[src/rtl/ysyx_22040237_wbu_pipe.sv]
// Writeback stage: load extraction/extension, rd write qualification, registered output beat.
// Define YSYX_22040237_WBU_SKID_EN for a one-entry skid buffer with a registered in_ready.
module ysyx_22040237_wbu_pipe #(
  parameter int REG_WIDTH = 64,
  parameter int RF_IDX_W  = 5,
  localparam int OFS_W    = $clog2(REG_WIDTH / 8)
) (
  input  logic                 clk,
  input  logic                 rst,
  input  logic                 in_valid,
  output logic                 in_ready,
  input  logic                 rd_wr_en_i,
  input  logic [RF_IDX_W-1:0]  rd_idx_i,
  input  logic [REG_WIDTH-1:0] alu_res_i,
  input  logic                 is_load_i,
  input  logic [1:0]           ld_size_i,
  input  logic                 ld_uns_i,
  input  logic [OFS_W-1:0]     ld_ofs_i,
  input  logic [REG_WIDTH-1:0] mem_rd_data_i,
  output logic                 out_valid,
  input  logic                 out_ready,
  output logic                 rd_wr_en_o,
  output logic [RF_IDX_W-1:0]  rd_idx_o,
  output logic [REG_WIDTH-1:0] rd_data_o,
  output logic                 misalign_o,
  output logic [63:0]          retire_cnt_o
);

  typedef struct packed {
    logic                 wen;
    logic [RF_IDX_W-1:0]  idx;
    logic [REG_WIDTH-1:0] data;
    logic                 mis;
  } beat_t;

  logic [REG_WIDTH-1:0] w_shift;
  logic [REG_WIDTH-1:0] w_ld;
  logic [1:0]           w_size;
  logic                 w_mis;
  beat_t                w_in;
  logic                 w_in_fire;
  logic                 w_out_fire;

  beat_t                r_out;
  logic                 r_out_valid;
  logic [63:0]          r_retire;

  always_comb begin
    w_shift = mem_rd_data_i >> {ld_ofs_i, 3'b000};
    // A 32-bit datapath has no dword load; fold it onto the word path.
    w_size  = (REG_WIDTH == 32 && ld_size_i == 2'd3) ? 2'd2 : ld_size_i;
    w_ld    = '0;
    w_mis   = 1'b0;
    case (w_size)
      2'd0: w_ld = ld_uns_i ? REG_WIDTH'(w_shift[7:0])  : REG_WIDTH'($signed(w_shift[7:0]));
      2'd1: begin
        w_ld  = ld_uns_i ? REG_WIDTH'(w_shift[15:0]) : REG_WIDTH'($signed(w_shift[15:0]));
        w_mis = ld_ofs_i[0];
      end
      2'd2: begin
        w_ld  = ld_uns_i ? REG_WIDTH'(w_shift[31:0]) : REG_WIDTH'($signed(w_shift[31:0]));
        w_mis = |ld_ofs_i[1:0];
      end
      default: begin
        w_ld  = w_shift;
        w_mis = |ld_ofs_i;
      end
    endcase
    w_in.mis  = is_load_i & w_mis;
    w_in.idx  = rd_idx_i;
    w_in.data = is_load_i ? w_ld : alu_res_i;
    w_in.wen  = rd_wr_en_i & (rd_idx_i != '0) & ~w_in.mis;
  end

  assign w_in_fire  = in_valid & in_ready;
  assign w_out_fire = r_out_valid & out_ready;

`ifdef YSYX_22040237_WBU_SKID_EN
  beat_t r_skid;
  logic  r_skid_valid;
  logic  r_in_ready;

  assign in_ready = r_in_ready;

  // in_ready is precomputed from the next skid occupancy so out_ready never reaches it.
  always_ff @(posedge clk or negedge rst) begin
    if (!rst) begin
      r_out        <= '0;
      r_out_valid  <= 1'b0;
      r_skid       <= '0;
      r_skid_valid <= 1'b0;
      r_in_ready   <= 1'b1;
    end else if (!r_out_valid || out_ready) begin
      if (r_skid_valid) begin
        r_out        <= r_skid;
        r_out_valid  <= 1'b1;
        r_skid_valid <= 1'b0;
        r_in_ready   <= 1'b1;
      end else if (w_in_fire) begin
        r_out        <= w_in;
        r_out_valid  <= 1'b1;
      end else begin
        r_out_valid  <= 1'b0;
      end
    end else if (w_in_fire) begin
      r_skid       <= w_in;
      r_skid_valid <= 1'b1;
      r_in_ready   <= 1'b0;
    end
  end
`else
  assign in_ready = ~r_out_valid | out_ready;

  always_ff @(posedge clk or negedge rst) begin
    if (!rst) begin
      r_out       <= '0;
      r_out_valid <= 1'b0;
    end else if (w_in_fire) begin
      r_out       <= w_in;
      r_out_valid <= 1'b1;
    end else if (w_out_fire) begin
      r_out_valid <= 1'b0;
    end
  end
`endif

  always_ff @(posedge clk or negedge rst) begin
    if (!rst) begin
      r_retire <= '0;
    end else if (w_out_fire) begin
      r_retire <= r_retire + 64'd1;
    end
  end

  assign out_valid    = r_out_valid;
  assign rd_wr_en_o   = r_out_valid & r_out.wen;
  assign rd_idx_o     = r_out.idx;
  assign rd_data_o    = r_out.data;
  assign misalign_o   = r_out.mis;
  assign retire_cnt_o = r_retire;

endmodule

[config.mk]
export PLATFORM = sky130hd
export DESIGN_NAME = ysyx_22040237_wbu_pipe
export DESIGN_NICKNAME = d
export VERILOG_FILES = /design/src/rtl/ysyx_22040237_wbu_pipe.sv
export SDC_FILE = /design/constraint.sdc
export NUM_CORES = 1
export LEC_CHECK = 0
export BUFFER_PORTS_ARGS = -buffer_cell sky130_fd_sc_hd__buf_2
export CAP_MARGIN = 20
export CORE_ASPECT_RATIO = 0.9
export CORE_MARGIN = 1
export CORE_UTILIZATION = 30
export CTS_CLUSTER_SIZE = 8
export DETAILED_ROUTE_END_ITERATION = 8
export HOLD_SLACK_MARGIN = 0.02
export MAX_ROUTING_LAYER = met4
export SYNTH_ARGS = -nofsm -noshare
export SYNTH_HDL_FRONTEND = slang
export SYNTH_SLANG_ARGS = --single-unit
export TNS_END_PERCENT = 100
[constraint.sdc]
create_clock -name clk -period 3.7 [get_ports clk]
set_clock_uncertainty 0.15 [all_clocks]
set_input_delay 0.74 -clock clk [delete_from_list [all_inputs] [get_ports clk]]
set_output_delay 0.74 -clock clk [all_outputs]
set_load 0.005 [all_outputs]
== Word level (Yosys, flattened, before mapping) ==
Cells that the tools add are included.

* Output and inout port bits: 137
* Logic and storage cells: 32
* Input port bits: 145
* Register bits: 136

* Bitwise logic cells: 9
* Eq/ne operators: 2
* Muxes and demuxes: 8
* Reductions and logical operators: 5
* $add $sub $neg: 1
* Shift-type cells: 1

{| class="wikitable"
|+ Operators with widths
! operator !! number
|-
| two-way mux 64 bit || 4
|-
| case mux 64 bit (3 select lines) || 1
|-
| adder 64 x 1 -> 64 bit (second input constant) || 1
|-
| >> shifter 64 x 6 -> 64 bit || 1
|-
| bitwise AND 1 bit || 6
|-
| nonzero test 5 bit || 1
|-
| case mux 1 bit (3 select lines) || 1
|-
| OR reduction 3 bit || 1
|-
| equality test 2 x 1 -> 1 bit (second input constant) || 1
|-
| equality test 2 bit (second input constant) || 1
|-
| logical NOT 2 bit || 1
|-
| two-way mux 1 bit || 2
|-
| NOT 1 bit || 2
|-
| nonzero test 2 bit || 1
|-
| OR reduction 2 bit || 1
|-
| bitwise OR 1 bit || 1
|}

== Longest topological paths before layout ==
* Word-level depth: 5
* Depth in mapped cells: 10
* Mapped depth without buffers: 6

== Least setup slack after synthesis ==
OpenSTA, ideal clock, no wires.

* Path kind: input port to flip-flop
* Start: in ld_ofs_i[2]
* End: reg r_out (netlist bit rd_data_o[21])
* Path buffers: 5
* Data required time: 3.416 ns
* Arrival time: 2.165 ns
* Stages: 10
* Slack: 1.251 ns
* Setup time: 0.134 ns
* Cells stage by stage: buf_4 or2_1 buf_6 o22ai_1 o311a_1 buf_6 and2_4 buf_6 buf_12 a21oi_4

* Word-level cells in the longest chain between the ends: 4
* Elaborated cells on any way between the ends: 6
* Those cells by class: 1 x shift; 5 x mux

{| class="wikitable"
|+ RTL lines
! what !! RTL line !! RTL
|-
| start, declared || 18 || <nowiki>input logic [OFS_W-1:0] ld_ofs_i,</nowiki>
|-
| >> shifter 64 x 6 -> 64 bit * || 49 || <nowiki>w_shift = mem_rd_data_i >> {ld_ofs_i, 3'b000};</nowiki>
|-
| two-way mux 64 bit (on tied branches) || 61, 55, 57 ||
|-
| case mux 64 bit (3 select lines) * || 54 || <nowiki>case (w_size)</nowiki>
|-
| two-way mux 64 bit * || 71 || <nowiki>w_in.data = is_load_i ? w_ld : alu_res_i;</nowiki>
|-
| end signal, assigned || 119 || <nowiki>r_out <= w_in;</nowiki>
|-
| end, declared || 44 || <nowiki>beat_t r_out;</nowiki>
|}

Every way passes the cells marked *; elsewhere a longest branch is shown, timed or not.
A chain may end at the register's enable or synchronous reset.

== Worst setup path after layout ==
* Start: in ld_ofs_i[1]
* End: reg r_out (netlist bit rd_data_o[35])

The elaborated chain is that of the path after synthesis.

==> summary.json <==
{
  "finalNonFillerCells": {"value": 1524},
  "max-clock-path-buffers": {"value": 2},
  "post-synth-top-area-fraction": {"value": 39.2, "unit": "%"},
  "grt_usage": {"value": 20.1, "unit": "%"},
  "asyncSetResetFlopFracSynth": {"value": 100, "unit": "%"},
  "finalCoreUtilization": {"value": 37.0, "unit": "%"},
  "maxcap_viol_count": {"value": 0},
  "grt_first_pass_wirelength": {"value": 44.1, "unit": "mm"},
  "clock_sink_count": {"value": 136},
  "netlist_instances": {"value": 957},
  "synth_top_flop_cell": {"value": "dfrtp_1"},
  "cell_area_synth": {"value": 8680, "unit": "um^2"},
  "detail_route.iter0.violations": {"value": 624},
  "path_class": {"value": "input port to flop"},
  "synth_fp_nets": {"value": 1103},
  "final.min_clock_period": {"value": 2.82, "unit": "ns"},
  "hold_path_class": {"value": "input port to asynchronous set/reset pin"},
  "cts_inserted_buffers": {"value": 17},
  "total_wirelength": {"value": 28.9, "unit": "mm"},
  "seq_total_area_yosys": {"value": 39.2, "unit": "%"},
  "timing.max_slew.rel_slack": {"value": 32.0, "unit": "%"},
  "clk_pin_slew": {"value": 0.07, "unit": "ns"},
  "area_growth_syn_to_layout": {"value": 20.1, "unit": "%"},
  "synth_top_cells_by_area": {"value": "dfrtp_1 (39%), buf_4 (6.7%), mux2i_1 (6.1%)"},
  "htree_levels": {"value": 4},
  "fp.dieArea": {"value": 29600, "unit": "um^2"},
  "fp-row-count": {"value": 58},
  "finalNetCount": {"value": 1289},
  "synth_edf_count": {"value": 0},
  "met3_usage": {"value": 4.24, "unit": "%"},
  "post_cts_resized": {"value": 0},
  "holdBufCountCts": {"value": 0},
  "first_global_vias": {"value": 7336},
  "post-synth-top-count-cell": {"value": "dfrtp_1"},
  "grt_start_max_net_pins": {"value": 83},
  "post-cts-setup-buffers": {"value": 0},
  "post_layout_power": {"value": 4.34, "unit": "mW"},
  "yosys.area.top_type": {"value": "dfrtp_1"},
  "p_leak": {"value": 4.99, "unit": "nW"},
  "finalCritPeriodShare": {"value": 76.1, "unit": "%"},
  "dr_total_vias": {"value": 7613},
  "detail_route.wl_per_cell": {"value": 18.9, "unit": "um"},
  "number_of_antenna_violations_at_the_first_check_in_global_routing": {"value": 8},
  "antenna_left": {"value": 0},
  "dieWidth": {"value": 181, "unit": "um"},
  "flip_flop_and_latch_count_after_synthesis": {"value": 136},
  "die-height": {"value": 163, "unit": "um"},
  "place_congestion": {"value": 0.904},
  "final_count_of_pins_violating_max_slew": {"value": 0},
  "floorplan.io_pins": {"value": 282},
  "timing_worst_slew_pin_value": {"value": 1.02, "unit": "ns"},
  "syn-mean-instance-area": {"value": 9.07, "unit": "um^2"},
  "run_status": {"value": "completed"},
  "floorplan.initialDensity": {"value": 30.8, "unit": "%"},
  "hold_violations": {"value": 0},
  "insertion_delay": {"value": 0.42, "unit": "ns"},
  "max_freq": {"value": 355, "unit": "MHz"},
  "crit_arrival": {"value": 2.93, "unit": "ns"},
  "end_kind": {"value": "flop"},
  "coreArea": {"value": 28200, "unit": "um^2"},
  "setup_repair_after_global_routing_missed_its_margin": {"value": "no"},
  "synthDistinctLibCells": {"value": 58},
  "global_route.peak_usage_layer": {"value": "met2"},
  "post_drt_via_cell_ratio": {"value": 5.00},
  "synth_top_cells_by_count": {"value": "dfrtp_1 (136), nand2_1 (113), o21ai_0 (95)"},
  "route.detailed.drc": {"value": 0},
  "postLayoutSetupSlackWorst": {"value": 0.883, "unit": "ns"},
  "placed_cells_incl_taps": {"value": 1484},
  "globalRouteMet2Util": {"value": 29.6, "unit": "%"},
  "dp_hpwl": {"value": 21.7, "unit": "mm"},
  "post_route_cells_drive_above_1_share": {"value": 33.0, "unit": "%"},
  "setup-tns-final": {"value": 0, "unit": "ns"},
  "worstPathMaxFanout": {"value": 48},
  "dr.pass1.iters": {"value": 5},
  "tritoncts": {"value": "yes"},
  "final-seq-area": {"value": 3400, "unit": "um^2"},
  "yosys_warnings": {"value": 0},
  "vdd.ir_drop.worst": {"value": 0.000306, "unit": "V"},
  "io_buffers": {"value": 281},
  "num-fill-cells": {"value": 2903},
  "powerDensity": {"value": 417, "unit": "nW/um^2"},
  "dpl_worst_slack": {"value": 0.495, "unit": "ns"},
  "worstPathRequired": {"value": 3.82, "unit": "ns"},
  "setup_violations": {"value": 0},
  "groute.layer.met1.usage": {"value": 27.7, "unit": "%"},
  "startpoint_type": {"value": "input port"},
  "cts_root_buf": {"value": "clkbuf_16"},
  "multi_input_area": {"value": 4420, "unit": "um^2"},
  "total_overflow_reported_by_the_global_router": {"value": 0}
}
[report_power, final]
part	internal [mW]	leakage (nW)	switching [mW]
combinational	0.366	3.04	0.480
clock	0.998	0.277	0.735
sequential	1.65	1.68	0.116
total	3.01	4.99	1.33
[layout by cell type (no fill, tap or decap), types with 3 or more instances in the layout]
cell type     n
buf_2       280
dfrtp_1     136
nand2_1     112
o21ai_0      95
a21oi_1      61
or3_1        58
nor2_1       54
mux2i_1      53
xor2_1       37
xnor2_1      26
nand3_1      21
nor3_1       20
clkbuf_16    17
nand4_1      16
nand2b_1     13
o22ai_1      11
buf_4        11
inv_1        10
a21oi_4      10
or2_2        10
mux2_2        9
a211oi_1      9
diode_2       8
o211a_1       6
nor2b_1       6
nor3_2        6
and3_1        5
and2_1        4
mux4_2        4
clkinv_4      4
and4_1        3
nor4_4        3
nand4_2       3
nor4_1        3
clkinv_2      3
clkinvlp_4    3
[path summary, 6_finish.rpt]
check	cells after the start	end	slack (ns)	startpoint
min in group clk	2	r_out[70]$_DFFE_PN0P_	0.31	r_out[70]$_DFFE_PN0P_
worst max-delay path	6	rd_data_o[35]$_DFFE_PN0P_	0.88	ld_ofs_i[1]
worst min-delay path	1	rd_data_o[17]$_DFFE_PN0P_	0.21	rst
worst max register to register	5	retire_cnt_o[47]$_DFFE_PN0P_	1.31	retire_cnt_o[10]$_DFFE_PN0P_
max in group asynchronous	2	retire_cnt_o[20]$_DFFE_PN0P_	2.35	rst
worst min register to register	2	r_out[70]$_DFFE_PN0P_	0.31	r_out[70]$_DFFE_PN0P_
[per-layer routing]
metal | share of wire, % | vias to the layer above | wire, um
met3 | 6.0 | 30 | 1730
met1 | 48 | 3667 | 13800
met4 | 1.8 | 0 | 519
li1 | - | 3652 | -
met5 | 0 | - | 0
met2 | 45 | 264 | 12900
[cells by family after synthesis]
logic type,after synthesis,synth area share [%]
flip-flops,136,39.2
AND/OR/NAND/NOR,354,22.1
AO/OA/AOI/OAI,199,13.8
buffers and inverters,137,9.97
multiplexers,67,8.45
adder cells (fa/ha/maj),1,0.144
XOR/XNOR,63,6.36
[critical path, cell delays in order]
cell	delay, ns
buf_2	0.31
buf_4	0.64
o211a_1	0.27
or3_1	0.13
o311a_2	0.67
a21oi_1	0.17
[state kept, by name, summed over array words and instances, names as in the netlist]
register	count
rd_idx_o	5
out_valid	1
rd_data_o	64
misalign_o	1
r_out	1
retire_cnt_o	64
[stage by stage]
step	hold WS, ns	cell area (um^2)
final	0.211	10400
after global routing	0.279	10400
after CTS	0.253	10400
after detailed placement	0.300	9830
after global placement	0.293	9830
after floorplan	0.281	8680
[final cells by class]
cell class              count  area share (%)
well taps                 360            4.32
multi-input cells         684            42.4
clock inverters            14            1.44
repair buffers            293            14.5
inverters                  11           0.396
diodes                      8           0.192
clock buffers              18            4.12
flip-flops and latches    136            32.6
Note: power is estimated with default switching activity, not from simulation.
